File: src/rtl/rf_arb_pkg.sv
// rtl/rf_arb_pkg.sv - shared types and constants for the register-file write arbiter
package rf_arb_pkg;

    localparam int RF_AWIDTH = 5;
    localparam int RF_DWIDTH = 32;
    localparam int REG_ZERO  = 0;

    typedef struct packed {
        logic [RF_AWIDTH-1:0] addr;
        logic [RF_DWIDTH-1:0] data;
    } rf_entry_t;

endpackage

File: src/rtl/rf_arb_fifo.sv
// rtl/rf_arb_fifo.sv - small count-based FIFO holding long-latency results
module rf_arb_fifo
    import rf_arb_pkg::*;
#(
    parameter int WIDTH = RF_AWIDTH + RF_DWIDTH,
    parameter int DEPTH = 2
) (
    input  logic             clk,
    input  logic             rst,
    input  logic             push,
    input  logic [WIDTH-1:0] wdata,
    input  logic             pop,
    output logic [WIDTH-1:0] rdata,
    output logic             full,
    output logic             empty
);

    localparam int PW = $clog2(DEPTH);
    localparam int CW = PW + 1;

    logic [WIDTH-1:0] mem [DEPTH];
    logic [PW-1:0]    wr_ptr;
    logic [PW-1:0]    rd_ptr;
    logic [CW-1:0]    count;
    logic             do_push;
    logic             do_pop;

    assign full    = (count == CW'(DEPTH));
    assign empty   = (count == '0);
    assign do_push = push & ~full;
    assign do_pop  = pop & ~empty;
    assign rdata   = mem[rd_ptr];

    // Storage array; contents are don't-care until written so it has no reset.
    always_ff @(posedge clk) begin
        if (do_push) begin
            mem[wr_ptr] <= wdata;
        end
    end

    // Pointers wrap naturally (DEPTH is a power of two); count tracks occupancy.
    always_ff @(posedge clk or negedge rst) begin
        if (!rst) begin
            wr_ptr <= '0;
            rd_ptr <= '0;
            count  <= '0;
        end else begin
            if (do_push) begin
                wr_ptr <= wr_ptr + PW'(1);
            end
            if (do_pop) begin
                rd_ptr <= rd_ptr + PW'(1);
            end
            case ({do_push, do_pop})
                2'b10:   count <= count + CW'(1);
                2'b01:   count <= count - CW'(1);
                default: count <= count;
            endcase
        end
    end

endmodule

File: src/rtl/rf_write_arbiter.sv
// rtl/rf_write_arbiter.sv - shares the register-file write port between writeback and long-latency results
module rf_write_arbiter
    import rf_arb_pkg::*;
#(
    parameter int DWIDTH = RF_DWIDTH,
    parameter int AWIDTH = RF_AWIDTH,
    parameter int QDEPTH = 2
) (
    input  logic              clk,
    input  logic              rst,
    input  logic              wb_we,
    input  logic [AWIDTH-1:0] wb_addr,
    input  logic [DWIDTH-1:0] wb_data,
    input  logic              lu_issue,
    input  logic [AWIDTH-1:0] lu_issue_rd,
    input  logic              lu_valid,
    output logic              lu_ready,
    input  logic [AWIDTH-1:0] lu_addr,
    input  logic [DWIDTH-1:0] lu_data,
    input  logic [AWIDTH-1:0] q_rs1,
    input  logic [AWIDTH-1:0] q_rs2,
    input  logic [AWIDTH-1:0] q_rd,
    output logic              stall,
    output logic              rf_we,
    output logic [AWIDTH-1:0] rf_wa,
    output logic [DWIDTH-1:0] rf_wd
);

    localparam int EW   = AWIDTH + DWIDTH;
    localparam int NREG = 2 ** AWIDTH;
    localparam logic [AWIDTH-1:0] ZERO_ADDR = AWIDTH'(REG_ZERO);

    logic              slot_busy;
    logic              drain;
    logic              push;
    logic              fifo_full;
    logic              fifo_empty;
    logic [EW-1:0]     head;
    logic [AWIDTH-1:0] head_addr;
    logic [DWIDTH-1:0] head_data;
    logic [NREG-1:0]   sb;
    logic [NREG-1:0]   sb_next;

    // A writeback to x0 is discarded, so it leaves the slot free for a drain.
    assign slot_busy = wb_we & (wb_addr != ZERO_ADDR);
    assign drain     = rst & ~slot_busy & ~fifo_empty;

    // Ready depends only on pre-pop occupancy, so there is no pop-to-ready path.
    assign lu_ready  = rst & ~fifo_full;
    assign push      = lu_valid & lu_ready & (lu_addr != ZERO_ADDR);

    assign head_addr = head[EW-1 -: AWIDTH];
    assign head_data = head[DWIDTH-1:0];

    assign rf_we = rst & (slot_busy | drain);
    assign rf_wa = drain ? head_addr : wb_addr;
    assign rf_wd = drain ? head_data : wb_data;

    // Full also stalls decode so no new long-latency op can overrun the queue.
    assign stall = rst & (sb[q_rs1] | sb[q_rs2] | sb[q_rd] | fifo_full);

    rf_arb_fifo #(
        .WIDTH (EW),
        .DEPTH (QDEPTH)
    ) u_fifo (
        .clk   (clk),
        .rst   (rst),
        .push  (push),
        .wdata ({lu_addr, lu_data}),
        .pop   (drain),
        .rdata (head),
        .full  (fifo_full),
        .empty (fifo_empty)
    );

    // Scoreboard update: clear on drain first, then a new issue re-sets the bit.
    always_comb begin
        sb_next = sb;
        if (drain) begin
            sb_next[head_addr] = 1'b0;
        end
        if (lu_issue && (lu_issue_rd != ZERO_ADDR)) begin
            sb_next[lu_issue_rd] = 1'b1;
        end
        sb_next[ZERO_ADDR] = 1'b0;
    end

    // Scoreboard register; reset discards every pending destination.
    always_ff @(posedge clk or negedge rst) begin
        if (!rst) begin
            sb <= '0;
        end else begin
            sb <= sb_next;
        end
    end

endmodule
File: config.mk
export PLATFORM = sky130hd
export DESIGN_NAME = rf_write_arbiter
export DESIGN_NICKNAME = d
export VERILOG_FILES = /design/src/rtl/rf_arb_pkg.sv /design/src/rtl/rf_arb_fifo.sv /design/src/rtl/rf_write_arbiter.sv
export SDC_FILE = /design/constraint.sdc
export NUM_CORES = 1
export LEC_CHECK = 0
export CELL_PAD_IN_SITES_DETAIL_PLACEMENT = 0
export CELL_PAD_IN_SITES_GLOBAL_PLACEMENT = 1
export CORE_MARGIN = 8
export CORE_UTILIZATION = 39
export DETAILED_ROUTE_END_ITERATION = 10
export PLACE_DENSITY = 0.9
export SLEW_MARGIN = 20
export SYNTH_ARGS = -nofsm -noshare
export SYNTH_HDL_FRONTEND = slang
export SYNTH_SLANG_ARGS = --single-unit
File: constraint.sdc
create_clock -name clk -period 3.6 [get_ports clk]
set_input_delay 0.54 -clock clk [delete_from_list [all_inputs] [get_ports clk]]
set_output_delay 0.54 -clock clk [all_outputs]
set_load 0.02 [all_outputs]
==> qor.txt, run 1 <==
LOGIC SYNTHESIS
---------------------------------------------------------------------------------
Most common cell in the netlist                                      sky130_fd_sc_hd__o21ai_0
Area of the mapped netlist                                              5480 um^2
Share of synthesized area occupied by flip-flops and latches               56.53%
Net Count, Synth                                                              546
Count of cell types in the netlist                                             51
Area share of the largest cell type after synthesis                        40.55%
Yosys Warn Count                                                                0
Number of enable flip-flop cells after synthesis                               74
Cell type with the largest total area after synthesis                sky130_fd_sc_hd__edfxtp_1
FF+latch count, synth                                                         109
Share of flip-flops with an asynchronous set or reset                      32.11%
Synth top area cells                                                 sky130_fd_sc_hd__edfxtp_1, sky130_fd_sc_hd__dfrtp_1, sky130_fd_sc_hd__mux2i_1, sky130_fd_sc_hd__o21ai_0, sky130_fd_sc_hd__mux4_2
Mean post-synth cell area                                              12.29 um^2
Top_reg_cell synth                                                   sky130_fd_sc_hd__edfxtp_1
Number of instances in the synthesized netlist                                446
Top post-synthesis cells by count                                    sky130_fd_sc_hd__o21ai_0, sky130_fd_sc_hd__edfxtp_1, sky130_fd_sc_hd__nand2_1

CLOCKING
---------------------------------------------------------------------------------
Clock latency at the later pin of the worst-skew pair                      350 ps
Post-CTS Hold Fix Bufs                                                          0
Clock buffer depth                                                              2
Number of buffers created by CTS                                                9
Sink Count                                                                    109
Clock H-tree levels                                                             3
Resize count post-CTS                                                           0
Post-CTS Setup Repair Bufs                                                      0
Clk Tree Root Cell                                                   sky130_fd_sc_hd__clkbuf_16
Clock Pin Slew Worst Setup and Hold Paths                                   70 ps
CTS tree                                                                    built

SETUP PATH
---------------------------------------------------------------------------------
Endpoint of the worst-slack reg-to-reg timing path                          sb[9]
Reg-to-reg slack, setup                                                   1410 ps
Required @ worst endpoint                                                 3060 ps
Reg-to-Reg Start                                                     u_fifo.rd_ptr
Startpoint types                                                       input port
Crit Path Category                                                         in2out
Worst Reg2Reg Path Length in Cells                                              5
Data arrival time of the worst path                                       2940 ps
CP endpoint kind                                                       output pin
Maximum fanout along the worst path                                             6

TIMING
---------------------------------------------------------------------------------
Tmin final                                                                3476 ps
Fin crit share                                                             96.57%
Max Clk Rate                                                            287.7 MHz
Slew Limit Headroom                                                        57.60%
RSZ-0062 raised after global routing                                        false
Worst slew pin tran                                                      618.3 ps
Endpoints failing setup                                                         0
Total Neg Setup Slack                                                        0 ps
Final hold slack                                                         337.9 ps
Max-slew violation count                                                        0
Final number of hold-violating endpoints                                        0
Maximum clock skew at final layout                                       9.334 ps

ROUTE
---------------------------------------------------------------------------------
Final wirelength                                                         14.82 mm
Starting DRC count in detailed routing                                        209
Number of optimization iterations in the first detailed-route pass              5
Number of vias per cell                                                     5.445
Final routed wire length divided by cell count                           19.12 um
Post-DRT Antenna Nets                                                           0
Post-route DRC                                                                  0
Total via count after detailed routing                                       4220

PWR
---------------------------------------------------------------------------------
Pwr/cell area                                                        600.7 nW/um^2
Share of total power consumed by net switching                             32.59%
Sequential share of power                                                   42.5%
Comb power frac                                                             34.0%
Worst-case vdd ir drop                                                0.0003063 V
LEAKAGE                                                                  2.898 nW
NetSw                                                                    1.471 mW
Clock power share                                                           23.4%
Total internal power                                                     3.043 mW

PLACEMENT
---------------------------------------------------------------------------------
Port Buffers                                                                  138
Last weighted congestion value of the routability-driven placer            0.8994
HPWL after DPL                                                           11.44 mm

FLOORPLAN
---------------------------------------------------------------------------------
Initial core utilization                                                   39.63%
Std cell rows                                                                  43
Num ports                                                                     139
Die Wd                                                                   134.5 um
Die Area                                                               18100 um^2
Die Ht                                                                   134.5 um
Core outline area                                                      13830 um^2

FINISH
---------------------------------------------------------------------------------
Relative area change from synthesis to final layout                        37.10%
Number of diodes added for antenna fixing                                       0
Total of fill cells in the finished design                                   1152
Share of layout cells above drive strength 1                               10.08%
Total number of nets in the final design                                      690
Combined flip-flop and latch cell area                                  3099 um^2
Multi-input gate area in the final layout                               2257 um^2

GLOBAL ROUTING
---------------------------------------------------------------------------------
Via count of the first global-routing pass                                   4588
Met1 Usage GRT                                                             18.82%
Largest net degree at the start of global routing                              47
First-pass GRT wire length                                               23.45 mm
Total global-route track usage                                             16.46%
Met2 Resource Use GR                                                       26.42%
Initial antenna violation count                                                 0
Grt total ovfl                                                                  0
Met3 track demand over resource                                            6.761%
Peak-usage layer in the global routing report                                met2

OUTCOME
---------------------------------------------------------------------------------
Outcome                                                              finished clean

MIN PATH
---------------------------------------------------------------------------------
Path class of the lowest-slack min-delay path                            in2async

FLOW RUN
---------------------------------------------------------------------------------
Number of violations of the max-capacitance limit                               0

## power by group through the flow
| stage | clock (mW) | combinational [mW] | sequential [mW] |
|---|---|---|---|
| 2_1_floorplan | 0 | 1.04 | 1.79 |
| 3_3_place_gp | 0 | 1.51 | 1.92 |
| 3_5_place_dp | 0 | 1.54 | 1.94 |
| 4_1_cts | 1.08 | 1.55 | 1.91 |
| 5_1_grt | 1.13 | 1.67 | 1.95 |
| 6_report | 1.06 | 1.54 | 1.92 |
## final cells by class
class | instances | share of cell area, %
sequential | 109 | 41.25
multi-input combinational | 309 | 30.04
timing repair buffer | 155 | 21.08
clock buffer | 11 | 3.231
tap | 180 | 2.998
clock inverter | 5 | 1.099
inverter | 6 | 0.2998
## worst max-delay path, cell delays in order
cell	delay, ps
sky130_fd_sc_hd__clkdlybuf4s50_1	640
sky130_fd_sc_hd__mux2i_1	110
sky130_fd_sc_hd__mux4_2	490
sky130_fd_sc_hd__or3_1	320
sky130_fd_sc_hd__nand4b_1	100
sky130_fd_sc_hd__o31a_1	130
sky130_fd_sc_hd__clkdlybuf4s50_1	600
## how the worst max path moves through the flow
stage	cells after the start	end	from
final	7	stall	q_rd[2]
after floorplan	4	u_fifo.mem[0][0]	rst
after global placement	7	stall	q_rs2[1]
after CTS	7	rf_wd[22]	wb_addr[2]
after detailed placement	7	rf_wd[22]	wb_addr[2]
after global routing	7	rf_wd[14]	wb_addr[1]
## metrics by stage
step                utilization (%)  std cells  total power [mW]  setup WS (ps)  instance area, um^2
global route                  54.34        775             4.753         0.9472                 7513
CTS                           53.98        774             4.548          17.83                 7463
floorplan                         -        446             2.828          541.8                 5480
finish                        54.34        775             4.513          123.6                 7513
detailed placement            51.62        758             3.479          39.34                 7138
global placement              51.62        758             3.423          33.11                 7138
## cells by family (layout without fill, tap and decap cells)
logic type | after synthesis | after routing | share of synthesized area (%)
AOI/OAI and AO/OA | 116 | 116 | 12.26
and+or+nand+nor | 113 | 113 | 10.55
DFF | 109 | 109 | 56.53
muxes | 74 | 74 | 17.17
buffers and inverters | 28 | 177 | 2.466
xor gates and xnor gates | 5 | 5 | 0.7992
adders and majority gates | 1 | 1 | 0.2283
## layer usage
metal / part of all wire (%) / wire, um / vias up
met5: 0 / 0 / -
met1: 41 / 6115 / 2027
met3: 9.4 / 1395 / 32
li1: - / - / 1989
met4: 2.8 / 417 / 0
met2: 46 / 6888 / 172
## flip-flops by register name (all words and copies together), names as in the netlist
signal / flops
sb: 31
u_fifo.rd_ptr: 1
u_fifo.mem: 74
u_fifo.count: 2
u_fifo.wr_ptr: 1
## layout by cell type, fill, tap and decap left out, types with 3 or more instances in the layout
cell,count
sky130_fd_sc_hd__o2bb2ai_1,4
sky130_fd_sc_hd__mux2i_1,52
sky130_fd_sc_hd__o21ai_0,88
sky130_fd_sc_hd__inv_1,6
sky130_fd_sc_hd__nor2_1,9
sky130_fd_sc_hd__nor2b_1,9
sky130_fd_sc_hd__clkbuf_16,9
sky130_fd_sc_hd__clkdlybuf4s50_1,125
sky130_fd_sc_hd__dfrtp_1,34
sky130_fd_sc_hd__nand2_1,53
sky130_fd_sc_hd__dlymetal6s2s_1,12
sky130_fd_sc_hd__edfxtp_1,74
sky130_fd_sc_hd__mux4_2,14
sky130_fd_sc_hd__nand4b_1,3
sky130_fd_sc_hd__buf_12,4
sky130_fd_sc_hd__o2111ai_1,3
sky130_fd_sc_hd__xnor2_1,3
sky130_fd_sc_hd__nand2b_1,9
sky130_fd_sc_hd__or4_1,3
sky130_fd_sc_hd__a22oi_1,3
sky130_fd_sc_hd__mux2_2,6
sky130_fd_sc_hd__buf_4,13
sky130_fd_sc_hd__nand3_1,10
sky130_fd_sc_hd__nand4_1,4
(Power assumes the default switching activity.)
==> run 2: changes to the inputs <==
Settings changed: GPL_ROUTABILITY_DRIVEN from default to 0.
==> run 2 against run 1 <==
Compared with the run above:
- cell area up 0.60%
- register-to-register slack about the same
- worst setup slack worse by 45 ps
- fmax down 1.3%
- global-route usage up 0.095 points
- worst hold slack worse by 2.6 ps
- critical path depth unchanged
- via count up 0.76%
- sequential power about the same
==> qor.txt, run 2 (synthesis gave the netlist of run 1 again) <==
OUTCOME
---------------------------------------------------------------------------------
Outcome                                                              finished clean

GLOBAL ROUTING
---------------------------------------------------------------------------------
Grt total ovfl                                                                  0
Largest net degree at the start of global routing                              47
Initial antenna violation count                                                 0
Total global-route track usage                                             16.56%
Via count of the first global-routing pass                                   4645
First-pass GRT wire length                                               23.77 mm

SETUP PATH
---------------------------------------------------------------------------------
CP endpoint kind                                                       output pin
Data arrival time of the worst path                                       2980 ps
Dominant cell type by count on the critical path                     sky130_fd_sc_hd__clkdlybuf4s50_1
Maximum fanout along the worst path                                             6
Crit-path max cell delay                                                   670 ps
Slowest cell on crit path                                            sky130_fd_sc_hd__clkdlybuf4s50_1
Critical path cell sequence                                          clkdlybuf4s50_1 > mux4_2 > mux2_2 > nand3_1 > nand4b_1 > o31a_1 > clkdlybuf4s50_1
Startpoint types                                                       input port
Required @ worst endpoint                                                 3060 ps
Buffer and inverter count on the worst path                                     2
Crit Path Category                                                         in2out
Crit path max-delay family                                           buffers and inverters

FINISH
---------------------------------------------------------------------------------
Largest Register                                                       u_fifo.mem
Number of diodes added for antenna fixing                                       0
Top Registers                                                        u_fifo.mem: 74 flops, sb: 31 flops, u_fifo.count: 2 flops
Multi-input gate area in the final layout                               2257 um^2
Total of fill cells in the finished design                                   1136
Non-Filler Instances                                                          776
Most frequent cells in the layout                                    sky130_fd_sc_hd__clkdlybuf4s50_1, sky130_fd_sc_hd__o21ai_0, sky130_fd_sc_hd__edfxtp_1
Most common cell after layout, fill and taps aside                   sky130_fd_sc_hd__clkdlybuf4s50_1
Combined flip-flop and latch cell area                                  3099 um^2
Relative area change from synthesis to final layout                        37.92%
Total number of nets in the final design                                      691
Share of layout cells above drive strength 1                               10.23%
Largest register FFs                                                           74

ROUTE
---------------------------------------------------------------------------------
Starting DRC count in detailed routing                                        258
Total via count after detailed routing                                       4252
Number of optimization iterations in the first detailed-route pass              5
Final wirelength                                                         14.87 mm
Final routed wire length divided by cell count                           19.16 um
Number of vias per cell                                                     5.479
Post-route DRC                                                                  0
Post-DRT Antenna Nets                                                           0

PWR
---------------------------------------------------------------------------------
Pwr/cell area                                                        604.5 nW/um^2
Post-route total power                                                   4.569 mW
Sequential share of power                                                   42.1%
Share of total power consumed by net switching                             32.53%
Clock power share                                                           23.7%
Comb power frac                                                             34.2%
LEAKAGE                                                                  2.959 nW
NetSw                                                                    1.486 mW
Worst-case vdd ir drop                                                0.0003399 V
Total internal power                                                     3.082 mW

CLOCKING
---------------------------------------------------------------------------------
CTS tree                                                                    built
Post-CTS Hold Fix Bufs                                                          0
Sink Count                                                                    109
Clock Pin Slew Worst Setup and Hold Paths                                   70 ps
Number of buffers created by CTS                                                9
Post-CTS Setup Repair Bufs                                                      0
Clock buffer depth                                                              2
Clk Tree Root Cell                                                   sky130_fd_sc_hd__clkbuf_16
Clock latency at the later pin of the worst-skew pair                      340 ps
Clock H-tree levels                                                             3

FLOORPLAN
---------------------------------------------------------------------------------
Core outline area                                                      13830 um^2
Die Area                                                               18100 um^2
Die Wd                                                                   134.5 um
Num ports                                                                     139
Std cell rows                                                                  43
Die Ht                                                                   134.5 um
Initial core utilization                                                   39.63%

MIN PATH
---------------------------------------------------------------------------------
Path class of the lowest-slack min-delay path                            in2async

TIMING
---------------------------------------------------------------------------------
Tmin final                                                                3521 ps
Slew Limit Headroom                                                        62.46%
Final hold slack                                                         335.3 ps
Worst slew pin tran                                                      563.1 ps
Max Clk Rate                                                            284.0 MHz
Endpoints failing setup                                                         0
Maximum clock skew at final layout                                       7.516 ps
Total Neg Setup Slack                                                        0 ps
Worst-case setup margin in the final layout                              78.71 ps
Final number of hold-violating endpoints                                        0
RSZ-0062 raised after global routing                                        false
Max-slew violation count                                                        0
Fin crit share                                                             97.81%

PLACEMENT
---------------------------------------------------------------------------------
Port Buffers                                                                  138
Minimum setup slack after placement                                     -2.913 ps
Cell Count Post-Placement                                                     759
HPWL after DPL                                                           11.50 mm

FLOW RUN
---------------------------------------------------------------------------------
Number of violations of the max-capacitance limit                               0

## run 2: layout make-up
cell class / instances / share of cell area, %
clock buffer: 12 / 3.393
timing repair buffer: 156 / 21.44
multi-input combinational: 309 / 29.86
inverter: 6 / 0.2980
clock inverter: 4 / 1.026
tap: 180 / 2.980
sequential: 109 / 41.00
## run 2: repair_timing
item,in CTS,in global routing
hold endpoints to repair,0,0
endpoints found under the setup margin,1,16
gates resized for setup,1,16
## run 2: worst register-to-register path, cell delays in order, from the launching register on
cell and delay [ps]:
sky130_fd_sc_hd__dfrtp_1 440, sky130_fd_sc_hd__nand2b_1 240, sky130_fd_sc_hd__and2_1 210, sky130_fd_sc_hd__o211a_1 210, sky130_fd_sc_hd__inv_1 100, sky130_fd_sc_hd__nor2_4 450
sky130_fd_sc_hd__buf_16 250
## run 2: per-stage QoR
step	util [%]	cell area [um^2]
6_report	54.66	7559
5_1_grt	54.66	7559
4_1_cts	54.18	7491
3_3_place_gp	51.77	7158
3_5_place_dp	51.77	7158
2_1_floorplan	-	5480
## run 2: path summary, 6_finish.rpt
kind	startpoint	end	slack, ps	depth (start not counted)
worst max-delay path	q_rs2[0]	stall	80	7
worst min-delay path	rst	sb[27]	340	2
worst max register to register	u_fifo.count[0]	u_fifo.mem[0][6]	1400	6
worst min register to register	u_fifo.count[1]	u_fifo.count[1]	540	1
max in group asynchronous	rst	u_fifo.rd_ptr	2900	2
min in group clk	u_fifo.count[1]	u_fifo.count[1]	540	1
## run 2: power by group through the flow
| stage | Combinational (mW) | Clock [mW] | Sequential, mW |
|---|---|---|---|
| 6_report | 1.56 | 1.08 | 1.92 |
| 5_1_grt | 1.70 | 1.16 | 1.97 |
| 4_1_cts | 1.57 | 1.11 | 1.92 |
| 3_5_place_dp | 1.56 | 0 | 1.95 |
| 3_3_place_gp | 1.52 | 0 | 1.92 |
| 2_1_floorplan | 1.04 | 0 | 1.79 |
## run 2: metal layers
layer | track usage [%] | share of wire [%]
met1 | 18.65 | 41
met2 | 27.56 | 48
met3 | 6.984 | 9.8
met4 | 5.864 | 1.7
met5 | 0 | 0
